### src/rtl/mem_arbiter_pkg.sv
// rtl/mem_arbiter_pkg.sv - shared state, size encodings and defaults for mem_arbiter
//
// Contents:
//   state_t             FSM state encoding
//   SZ_B / SZ_H / SZ_W  access size encodings (byte, half, word)
//   STARVE_MAX_DEFAULT  default data-grant budget while a fetch waits
package mem_arbiter_pkg;

    typedef enum logic [2:0] {
        IDLE   = 3'd0,
        REQ_I  = 3'd1,
        REQ_D  = 3'd2,
        WAIT_I = 3'd3,
        WAIT_D = 3'd4
    } state_t;

    localparam logic [1:0] SZ_B = 2'b00;
    localparam logic [1:0] SZ_H = 2'b01;
    localparam logic [1:0] SZ_W = 2'b10;

    localparam int STARVE_MAX_DEFAULT = 4;

endpackage

### src/rtl/mem_arbiter_if.sv
// rtl/mem_arbiter_if.sv - fetch, data and shared memory port bundle for mem_arbiter
//
// Signals:
//   i_*    instruction-fetch request / accept / response
//   d_*    data load/store request / accept / response
//   flush  control-flow redirect (fetch side only)
//   m_*    shared memory port request, grant and response
//   err    sticky stray-response flag
// Modports:
//   slave   the arbiter
//   master  the surrounding core and memory
interface mem_arbiter_if;

    logic        i_req;
    logic [31:0] i_addr;
    logic        i_ready;
    logic        i_rvalid;
    logic [31:0] i_rdata;

    logic        d_req;
    logic        d_we;
    logic [1:0]  d_size;
    logic [31:0] d_addr;
    logic [31:0] d_wdata;
    logic        d_ready;
    logic        d_rvalid;
    logic [31:0] d_rdata;

    logic        flush;

    logic        m_req;
    logic        m_we;
    logic [1:0]  m_size;
    logic [31:0] m_addr;
    logic [31:0] m_wdata;
    logic        m_gnt;
    logic        m_rvalid;
    logic [31:0] m_rdata;

    logic        err;

    modport slave (
        input  i_req, i_addr, d_req, d_we, d_size, d_addr, d_wdata, flush,
               m_gnt, m_rvalid, m_rdata,
        output i_ready, i_rvalid, i_rdata, d_ready, d_rvalid, d_rdata,
               m_req, m_we, m_size, m_addr, m_wdata, err
    );

    modport master (
        output i_req, i_addr, d_req, d_we, d_size, d_addr, d_wdata, flush,
               m_gnt, m_rvalid, m_rdata,
        input  i_ready, i_rvalid, i_rdata, d_ready, d_rvalid, d_rdata,
               m_req, m_we, m_size, m_addr, m_wdata, err
    );

endinterface

### src/rtl/mem_arbiter_arb_prio.sv
// rtl/mem_arbiter_arb_prio.sv - data-first arbitration with fetch starvation guard
//
// Ports:
//   clk, rst          clock, asynchronous active-low reset
//   arb_en            arbitration slot (FSM is idle)
//   i_req, d_req      pending fetch / data requests
//   grant_i, grant_d  one-hot grant, only while arb_en
module arb_prio
    import mem_arbiter_pkg::*;
#(
    parameter int STARVE_MAX = STARVE_MAX_DEFAULT
) (
    input  logic clk,
    input  logic rst,
    input  logic arb_en,
    input  logic i_req,
    input  logic d_req,
    output logic grant_i,
    output logic grant_d
);

    localparam int CW = $clog2(STARVE_MAX + 1);
    localparam logic [CW-1:0] CNT_MAX = CW'(STARVE_MAX);

    logic [CW-1:0] cnt;
    logic          starved;

    // Once the fetch has watched STARVE_MAX data grants go by it takes the next slot.
    assign starved = i_req && (cnt == CNT_MAX);
    assign grant_d = arb_en && d_req && !starved;
    assign grant_i = arb_en && i_req && !grant_d;

    always_ff @(posedge clk or negedge rst) begin
        if (!rst) begin
            cnt <= '0;
        end else if (!i_req || grant_i) begin
            cnt <= '0;
        end else if (grant_d && cnt != CNT_MAX) begin
            cnt <= cnt + CW'(1);
        end
    end

endmodule

### src/rtl/mem_arbiter.sv
// rtl/mem_arbiter.sv - fetch/data arbiter onto a single-outstanding shared memory port
//
// Ports:
//   clk   rising-edge clock
//   rst   asynchronous active-low reset
//   bus   mem_arbiter_if.slave: fetch side, data side, flush, memory port, err
// Parameter:
//   STARVE_MAX  consecutive data grants tolerated while a fetch waits
module mem_arbiter
    import mem_arbiter_pkg::*;
#(
    parameter int STARVE_MAX = STARVE_MAX_DEFAULT
) (
    input  logic          clk,
    input  logic          rst,
    mem_arbiter_if.slave  bus
);

    state_t state;
    logic   drop;
    logic   grant_i;
    logic   grant_d;
    logic   stray;

    arb_prio #(.STARVE_MAX(STARVE_MAX)) u_arb (
        .clk     (clk),
        .rst     (rst),
        .arb_en  (state == IDLE),
        .i_req   (bus.i_req),
        .d_req   (bus.d_req),
        .grant_i (grant_i),
        .grant_d (grant_d)
    );

    assign bus.i_ready  = (state == REQ_I) && bus.m_gnt;
    assign bus.d_ready  = (state == REQ_D) && bus.m_gnt;
    // A flush in the same cycle as the response discards it just like a flagged one.
    assign bus.i_rvalid = (state == WAIT_I) && bus.m_rvalid && !drop && !bus.flush;
    assign bus.d_rvalid = (state == WAIT_D) && bus.m_rvalid;
    assign bus.i_rdata  = bus.m_rdata;
    assign bus.d_rdata  = bus.m_rdata;

    // A response is only legal while waiting; a grant+rvalid collision in REQ_x counts as stray.
    assign stray = bus.m_rvalid && (state == IDLE || state == REQ_I || state == REQ_D);

    always_ff @(posedge clk or negedge rst) begin
        if (!rst) begin
            state       <= IDLE;
            bus.m_req   <= 1'b0;
            bus.m_we    <= 1'b0;
            bus.m_size  <= SZ_B;
            bus.m_addr  <= '0;
            bus.m_wdata <= '0;
            drop        <= 1'b0;
            bus.err     <= 1'b0;
        end else begin
            if (stray) begin
                bus.err <= 1'b1;
            end

            unique case (state)
                IDLE: begin
                    if (grant_d) begin
                        bus.m_req   <= 1'b1;
                        bus.m_we    <= bus.d_we;
                        bus.m_size  <= bus.d_size;
                        bus.m_addr  <= bus.d_addr;
                        bus.m_wdata <= bus.d_wdata;
                        state       <= REQ_D;
                    end else if (grant_i) begin
                        bus.m_req   <= 1'b1;
                        bus.m_we    <= 1'b0;
                        bus.m_size  <= SZ_W;
                        bus.m_addr  <= bus.i_addr;
                        bus.m_wdata <= '0;
                        state       <= REQ_I;
                    end
                end
                REQ_I, REQ_D: begin
                    // The request is never withdrawn; flush only marks the response for discard.
                    if (state == REQ_I && bus.flush) begin
                        drop <= 1'b1;
                    end
                    if (bus.m_gnt) begin
                        bus.m_req <= 1'b0;
                        state     <= (state == REQ_I) ? WAIT_I : WAIT_D;
                    end
                end
                WAIT_I: begin
                    if (bus.m_rvalid) begin
                        drop  <= 1'b0;
                        state <= IDLE;
                    end else if (bus.flush) begin
                        drop <= 1'b1;
                    end
                end
                WAIT_D: begin
                    if (bus.m_rvalid) begin
                        state <= IDLE;
                    end
                end
                default: state <= IDLE;
            endcase
        end
    end

endmodule

### src/flat_wrapper.sv
// flat-port wrapper written by rule: the top's interface ports become plain ports
module mem_arbiter_flat import mem_arbiter_pkg::*;
#(
    parameter int STARVE_MAX = STARVE_MAX_DEFAULT
)
  (clk, rst, bus_i_req, bus_i_addr, bus_d_req, bus_d_we, bus_d_size, bus_d_addr, bus_d_wdata, bus_flush, bus_m_gnt, bus_m_rvalid, bus_m_rdata, bus_i_ready, bus_i_rvalid, bus_i_rdata, bus_d_ready, bus_d_rvalid, bus_d_rdata, bus_m_req, bus_m_we, bus_m_size, bus_m_addr, bus_m_wdata, bus_err);
  mem_arbiter_if bus_i ();
  input  logic clk;
  input  logic rst;
  input wire logic [$bits(bus_i.i_req)-1:0] bus_i_req;
  input wire logic [$bits(bus_i.i_addr)-1:0] bus_i_addr;
  input wire logic [$bits(bus_i.d_req)-1:0] bus_d_req;
  input wire logic [$bits(bus_i.d_we)-1:0] bus_d_we;
  input wire logic [$bits(bus_i.d_size)-1:0] bus_d_size;
  input wire logic [$bits(bus_i.d_addr)-1:0] bus_d_addr;
  input wire logic [$bits(bus_i.d_wdata)-1:0] bus_d_wdata;
  input wire logic [$bits(bus_i.flush)-1:0] bus_flush;
  input wire logic [$bits(bus_i.m_gnt)-1:0] bus_m_gnt;
  input wire logic [$bits(bus_i.m_rvalid)-1:0] bus_m_rvalid;
  input wire logic [$bits(bus_i.m_rdata)-1:0] bus_m_rdata;
  output wire logic [$bits(bus_i.i_ready)-1:0] bus_i_ready;
  output wire logic [$bits(bus_i.i_rvalid)-1:0] bus_i_rvalid;
  output wire logic [$bits(bus_i.i_rdata)-1:0] bus_i_rdata;
  output wire logic [$bits(bus_i.d_ready)-1:0] bus_d_ready;
  output wire logic [$bits(bus_i.d_rvalid)-1:0] bus_d_rvalid;
  output wire logic [$bits(bus_i.d_rdata)-1:0] bus_d_rdata;
  output wire logic [$bits(bus_i.m_req)-1:0] bus_m_req;
  output wire logic [$bits(bus_i.m_we)-1:0] bus_m_we;
  output wire logic [$bits(bus_i.m_size)-1:0] bus_m_size;
  output wire logic [$bits(bus_i.m_addr)-1:0] bus_m_addr;
  output wire logic [$bits(bus_i.m_wdata)-1:0] bus_m_wdata;
  output wire logic [$bits(bus_i.err)-1:0] bus_err;
  assign bus_i.i_req = bus_i_req;
  assign bus_i.i_addr = bus_i_addr;
  assign bus_i.d_req = bus_d_req;
  assign bus_i.d_we = bus_d_we;
  assign bus_i.d_size = bus_d_size;
  assign bus_i.d_addr = bus_d_addr;
  assign bus_i.d_wdata = bus_d_wdata;
  assign bus_i.flush = bus_flush;
  assign bus_i.m_gnt = bus_m_gnt;
  assign bus_i.m_rvalid = bus_m_rvalid;
  assign bus_i.m_rdata = bus_m_rdata;
  assign bus_i_ready = bus_i.i_ready;
  assign bus_i_rvalid = bus_i.i_rvalid;
  assign bus_i_rdata = bus_i.i_rdata;
  assign bus_d_ready = bus_i.d_ready;
  assign bus_d_rvalid = bus_i.d_rvalid;
  assign bus_d_rdata = bus_i.d_rdata;
  assign bus_m_req = bus_i.m_req;
  assign bus_m_we = bus_i.m_we;
  assign bus_m_size = bus_i.m_size;
  assign bus_m_addr = bus_i.m_addr;
  assign bus_m_wdata = bus_i.m_wdata;
  assign bus_err = bus_i.err;
  mem_arbiter #(.STARVE_MAX(STARVE_MAX)) u_core (.clk(clk), .rst(rst), .bus(bus_i));
endmodule
### config.mk
export PLATFORM = sky130hd
export DESIGN_NAME = mem_arbiter_flat
export DESIGN_NICKNAME = d
export VERILOG_FILES = /design/src/rtl/mem_arbiter_pkg.sv /design/src/rtl/mem_arbiter_if.sv /design/src/rtl/mem_arbiter_arb_prio.sv /design/src/rtl/mem_arbiter.sv /design/src/flat_wrapper.sv
export SDC_FILE = /design/constraint.sdc
export NUM_CORES = 1
export LEC_CHECK = 0
export ABC_AREA = 1
export BUFFER_PORTS_ARGS = -buffer_cell sky130_fd_sc_hd__buf_2
export CORE_ASPECT_RATIO = 0.6
export CORE_MARGIN = 1.5
export CORE_UTILIZATION = 35
export DETAILED_ROUTE_END_ITERATION = 6
export HOLD_SLACK_MARGIN = 0.03
export MAX_ROUTING_LAYER = met4
export PLACE_DENSITY = 0.69
export SLEW_MARGIN = 5
export SYNTH_ARGS = -nofsm -noshare
export SYNTH_HDL_FRONTEND = slang
export SYNTH_SLANG_ARGS = --single-unit
### constraint.sdc
create_clock -name clk -period 1.5 [get_ports clk]
set_input_delay 0 -clock clk [delete_from_list [all_inputs] [get_ports clk]]
set_output_delay 0 -clock clk [all_outputs]
set_load 0.02 [all_outputs]
======== After elaboration in Yosys (flattened, before gate mapping) ========
Cells that the tools add are included.
Widths: inputs -> output; s select.
operators by class
  muxes and demuxes ....................... 24
  eq/ne operators ......................... 11
  add/sub/neg operators ................... 1
  reductions and logical operators ........ 33
operators with widths
  kind                 number
  $mux 32              4
  $mux 3               7
  $logic_and 1x1->1    14
  $pmux 3 s3           1
  $reduce_and 3->1     3
  $mux 1               8
  $reduce_bool 2->1    4
  $eq 3x2->1 const B   2
  $eq 3x3->1 const B   2
  $ne 3x3->1 const B   2
  $logic_not 1->1      5
  $mux 2               2
  $ne 2x1->1 const B   2
  $pmux 1 s2           2
  $reduce_or 2->1      2
  $add 3x1->3 const B  1
  $eq 3x1->1 const B   1
  $logic_not 3->1      1
  $logic_or 1x1->1     3
  $ne 3x1->1 const B   1
  $ne 2x2->1 const B   1
  $reduce_and 2->1     1
storage, ports and cells
  input bits .............................. 138
  register bits after elaboration ......... 76
  logic and storage cells ................. 78
  output and inout bits ................... 137

======== Depth between registers and ports, before layout ========
  depth after elaboration ................. 9
  mapped depth ............................ 10
  mapped depth without buffers ............ 9

======== By module ========
From an unflattened synthesis, not the netlist that was laid out.
second synthesis, totals
  cells, all modules ...................... 539
  area, all modules ....................... 4,006.3 sq um
modules (own cells, without submodules)
  module       instances  cells an instance  area an instance (sq um)  seq. area each (sq um)
  mem_arbiter  1          508                3,791.1                   1,826.8
  arb_prio     1          31                 215.2                     75.1

======== Least setup slack after synthesis ========
OpenSTA, ideal clock, no wires.
  path type ............................... register to register
  start ................................... register u_core.u_arb.cnt[0]
  end ..................................... register u_core.bus.m_size[0] (netlist name)
  buffers on the path ..................... 2
  cell stages (with the launch flop) ...... 9
  data required time ...................... 1,379 ps
  arrival ................................. 1,281 ps
  path slack .............................. 98 ps
  path through ............................ dfrtp_1 inv_1 ha_1 nand2_1 nor2_1 nor2_2 buf_6 buf_4 a22o_1
between the ends
  longest elaborated chain between the ends .. 8
ends and longest elaborated chain
  element                      RTL line                    source
  from (decl)                  mem_arbiter_arb_prio.sv:25  logic [CW-1:0] cnt;
  from (signal assigned)       mem_arbiter_arb_prio.sv:39  cnt <= cnt + CW'(1);
  $eq 3x3->1 (*)               mem_arbiter_arb_prio.sv:29  assign starved = i_req && (cnt == CNT_MAX);
  $logic_and 1x1->1 (*)        mem_arbiter_arb_prio.sv:29
  $logic_not 1->1 (*)          mem_arbiter_arb_prio.sv:30  assign grant_d = arb_en && d_req && !starved;
  $logic_and 1x1->1 (*)        mem_arbiter_arb_prio.sv:30
  $logic_not 1->1              mem_arbiter_arb_prio.sv:31  assign grant_i = arb_en && i_req && !grant_d;
  $logic_and 1x1->1            mem_arbiter_arb_prio.sv:31
  $reduce_bool 2->1 (no line)  --
  $reduce_and 2->1 (no line)   --
  to (signal assigned)         mem_arbiter.sv:66           bus.m_size <= bus.d_size;
  to (decl)                    mem_arbiter_if.sv:46        m_req, m_we, m_size, m_addr, m_wdata, err
Every way passes the cells marked *; elsewhere a longest branch is shown, timed or not.
A chain may end at the register's enable or synchronous reset.

======== Worst setup path in the final report ========
  start ................................... register u_core.u_arb.cnt[1]
  end ..................................... register u_core.bus.m_addr[3] (netlist name)
between the ends
  longest elaborated chain between the ends .. 8
ends and longest elaborated chain
  element                      RTL line                    source
  $eq 3x3->1 (*)               mem_arbiter_arb_prio.sv:29
  $logic_and 1x1->1 (*)        mem_arbiter_arb_prio.sv:29
  $logic_not 1->1 (*)          mem_arbiter_arb_prio.sv:30
  $logic_and 1x1->1 (*)        mem_arbiter_arb_prio.sv:30
  $logic_not 1->1              mem_arbiter_arb_prio.sv:31
  $logic_and 1x1->1            mem_arbiter_arb_prio.sv:31
  $reduce_bool 2->1 (no line)  --
  $reduce_and 2->1 (no line)   --
  to (signal assigned)         mem_arbiter.sv:67           bus.m_addr <= bus.d_addr;
  to (signal assigned)         mem_arbiter.sv:74           bus.m_addr <= bus.i_addr;
  to (decl)                    mem_arbiter_if.sv:46
Marks and branches as above.

==> summary.txt <==
Run status
  • Status: finished with violations
  • Failing checks: setup timing

Pwr
  • Clk pwr share: 19.3%
  • Internal power: 7030 uW
  • Reg power frac: 28.7%
  • Switch Pwr: 5150 uW
  • Peak VDD IR: 0.756 mV
  • Net Sw Frac: 42.3%
  • Gate power share: 52.1%
  • Leak: 0.00372 uW
  • Power Density: 1840 nW/um^2

Clock tree
  • Root buf cell: clkbuf_16
  • CTS HTree Levels: 3
  • Clock transition at path regs: 0.06 ns
  • CTS max path bufs: 2
  • Sink Count: 76
  • TritonCTS clock tree: yes
  • Clk_lat worst skew: 0.33 ns
  • Total CTS buffers: 9

Timing
  • Final hold violation count: 0
  • Slew HR: 66.0%
  • Hold slack: 0.0677 ns
  • Unrepaired setup endpoints after global routing: true
  • Fin crit period: 1.54 ns
  • Final setup vio count: 23
  • Post-route setup slack: -0.0354 ns
  • Slew Limit Fails: 0
  • Final period utilization: 102%
  • Fmax: 651 MHz
  • Actual slew at the worst max-slew pin: 0.508 ns
  • Skew final: 0.00898 ns

Logic synthesis
  • Synth top area share: 46.9%
  • Count leader, synth: nand2_1
  • Synth async-reset ratio: 100%
  • Synth Cell Area: 4050 um^2
  • Synth warn: 0
  • Number of synthesized flops with an enable pin: 0
  • Synth unique cells: 21
  • Synth area leader: dfrtp_1
  • Register area share after synthesis: 46.9%
  • Main synth FF type: dfrtp_1
  • Yosys reg bits: 76
  • Most frequent cells after synthesis: nand2_1 (155), inv_1 (79), dfrtp_1 (76)
  • Main area contributors after synthesis: dfrtp_1 (47%), nand2_1 (14%), buf_4 (13%)
  • Gate Count Post-Synth: 496
  • Mapped Avg Cell Area: 8.17 um^2
  • Syn nets: 636

Critical path
  • Critical Path Start Type: flop
  • Crit-path cells: inv_1 -> ha_2 -> nand2_2 -> nor2_4 -> nor2_4 -> buf_12 -> clkinv_8 -> buf_4 -> nand2_1 -> nand3_1 -> nand2_1
  • CP bufs+invs: 4
  • Crit path max-delay family: simple AND/OR/NAND/NOR gates
  • Max incr delay on CP: 0.40 ns
  • Reg-to-reg slack, setup: -0.04 ns
  • Worst EP arrival: 1.74 ns
  • Critical path class: flop to flop
  • Max Fanout on Critical Path: 6
  • WP data required: 1.71 ns
  • Critical path's slowest cell: dfrtp_1
  • Setup crit end kind: flop

Finish
  • Post-layout net count: 901
  • Area growth, synth to finish: 63.4%
  • Ant. Diodes: 0
  • Share of layout cells above drive strength 1: 30.9%
  • Final instance count without filler cells: 926
  • Post-Route Utilization: 58.6%

Global route
  • First-pass GRT wire length: 20.1 mm
  • Vias in the first global route: 4270
  • Largest net degree at the start of global routing: 43
  • Grt total ovfl: 0
  • Global Route Usage Sum: 21.4%
  • Initial antenna violation count: 0

Place
  • Number of port buffers: 178
  • Detail Placement HPWL: 7.46 mm
  • Final RePlAce weighted congestion: 0.851
  • Placed Instances: 766

Die
  • Placeable core area: 11300 um^2
  • Area of the die: 12300 um^2
  • Initial core utilization: 35.9%
  • Core Rows: 30
  • DIE WIDTH: 142 um
  • Die Ht: 86.4 um
  • I/O pin count: 275

Detailed routing
  • Routed Antenna Nets: 0
  • Via count of the routed design: 4286
  • DR DRC count: 0
  • WL final: 13.4 mm
  • DR pass1 iterations: 5
  • First DRT Iteration DRCs: 144
  • Wirelength per Cell: 14.5 um
  • Via/cell ratio: 4.63

Flow run
  • Max Cap Viol: 0

Min path
  • HP Class: primary input to flop
==> per-stage QoR <==
step	total power, uW	setup slack, ns	setup TNS (ns)	instance area (um^2)
6_report	12200	-0.0354	-0.312	6620
3_3_place_gp	8730	-0.0148	-0.0218	4720
2_1_floorplan	7180	0.0980	0	4050
3_5_place_dp	8870	-0.0815	-1.92	4720
4_1_cts	11700	-0.0287	-0.236	6410
5_1_grt	13000	-0.104	-4.28	6620
==> final timing paths <==
check / cells past startpoint / startpoint / to
max in group asynchronous: 3 / rst / u_core.bus.m_wdata[15]
min in group asynchronous: 2 / rst / u_core.bus.m_addr[31]
worst max-delay path: 11 / u_core.u_arb.cnt[1] / u_core.bus.m_addr[3]
worst max register to register: 11 / u_core.u_arb.cnt[1] / u_core.bus.m_addr[3]
worst min-delay path: 5 / bus_m_gnt / u_core.state[2]
worst min register to register: 1 / u_core.bus.err / u_core.bus.err
==> cells by family after synthesis <==
logic type	after synthesis	share of synthesized area [%]
adders and majority gates	2	0.617
xor gates and xnor gates	1	0.216
DFF	76	46.9
AOI/OAI and AO/OA	39	8.12
buffers and inverters	166	22.5
and+or+nand+nor	212	21.6
==> registers in the layout, indices dropped and copies added (netlist names) <==
signal              cells
u_core.bus.m_req        1
u_core.u_arb.cnt        3
u_core.bus.m_wdata     32
u_core.bus.err          1
u_core.bus.m_addr      32
u_core.bus.m_we         1
u_core.drop             1
u_core.bus.m_size       2
u_core.state            3
==> power by group through the flow <==
stage | combinational, uW | sequential (uW) | clock, uW
after floorplan | 2700 | 4490 | 0
after global routing | 6890 | 3580 | 2500
after detailed placement | 5400 | 3480 | 0
after CTS | 5830 | 3460 | 2400
final | 6350 | 3490 | 2350
after global placement | 5260 | 3480 | 0
==> metal layers <==
layer	part of all wire [%]	wire length [um]	vias to the layer above	track usage (%)
li1	-	-	2001	-
met5	0	0	-	-
met4	2.0	269	0	7.69
met3	6.3	841	30	5.19
met2	50	6670	218	36.6
met1	42	5640	2037	24.8
==> layout by cell type, fill, tap and decap left out, types with 4 or more instances in the layout <==
cell type	count
inv_1	77
dlygate4sd3_1	135
nand3_1	36
buf_12	7
nand2_2	4
nor2_1	4
dfrtp_1	76
buf_2	177
nand4_1	7
a22o_1	34
buf_4	13
inv_2	4
nand2_1	152
clkbuf_16	12
==> area by class of cell <==
class                           instances  area, um^2
Fill cell                             923        4680
Timing Repair Buffer                  338        2590
Multi-Input combinational cell        254        1280
Sequential cell                        76        1900
Clock buffer                           11         243
Clock inverter                          5        85.1
Inverter                               82         320
Tap cell                              160         200
==> tightest hold or removal path: stages <==
cell and delay (ns):
buf_2 0.09, inv_1 0.11, nor2_2 0.06, inv_1 0.05
nand2_1 0.05
==> timing repair <==
item | 4_1_cts | 5_1_grt
resized for setup | 5 | 22
cloned | 0 | 4
hold endpoints to repair | 170 | 0
buffers inserted | 0 | 5
hold buffers | 135 | 0
endpoints found under the setup margin | 57 | 74
pin swaps | 0 | 4
Note: power is estimated with default switching activity, not from simulation.
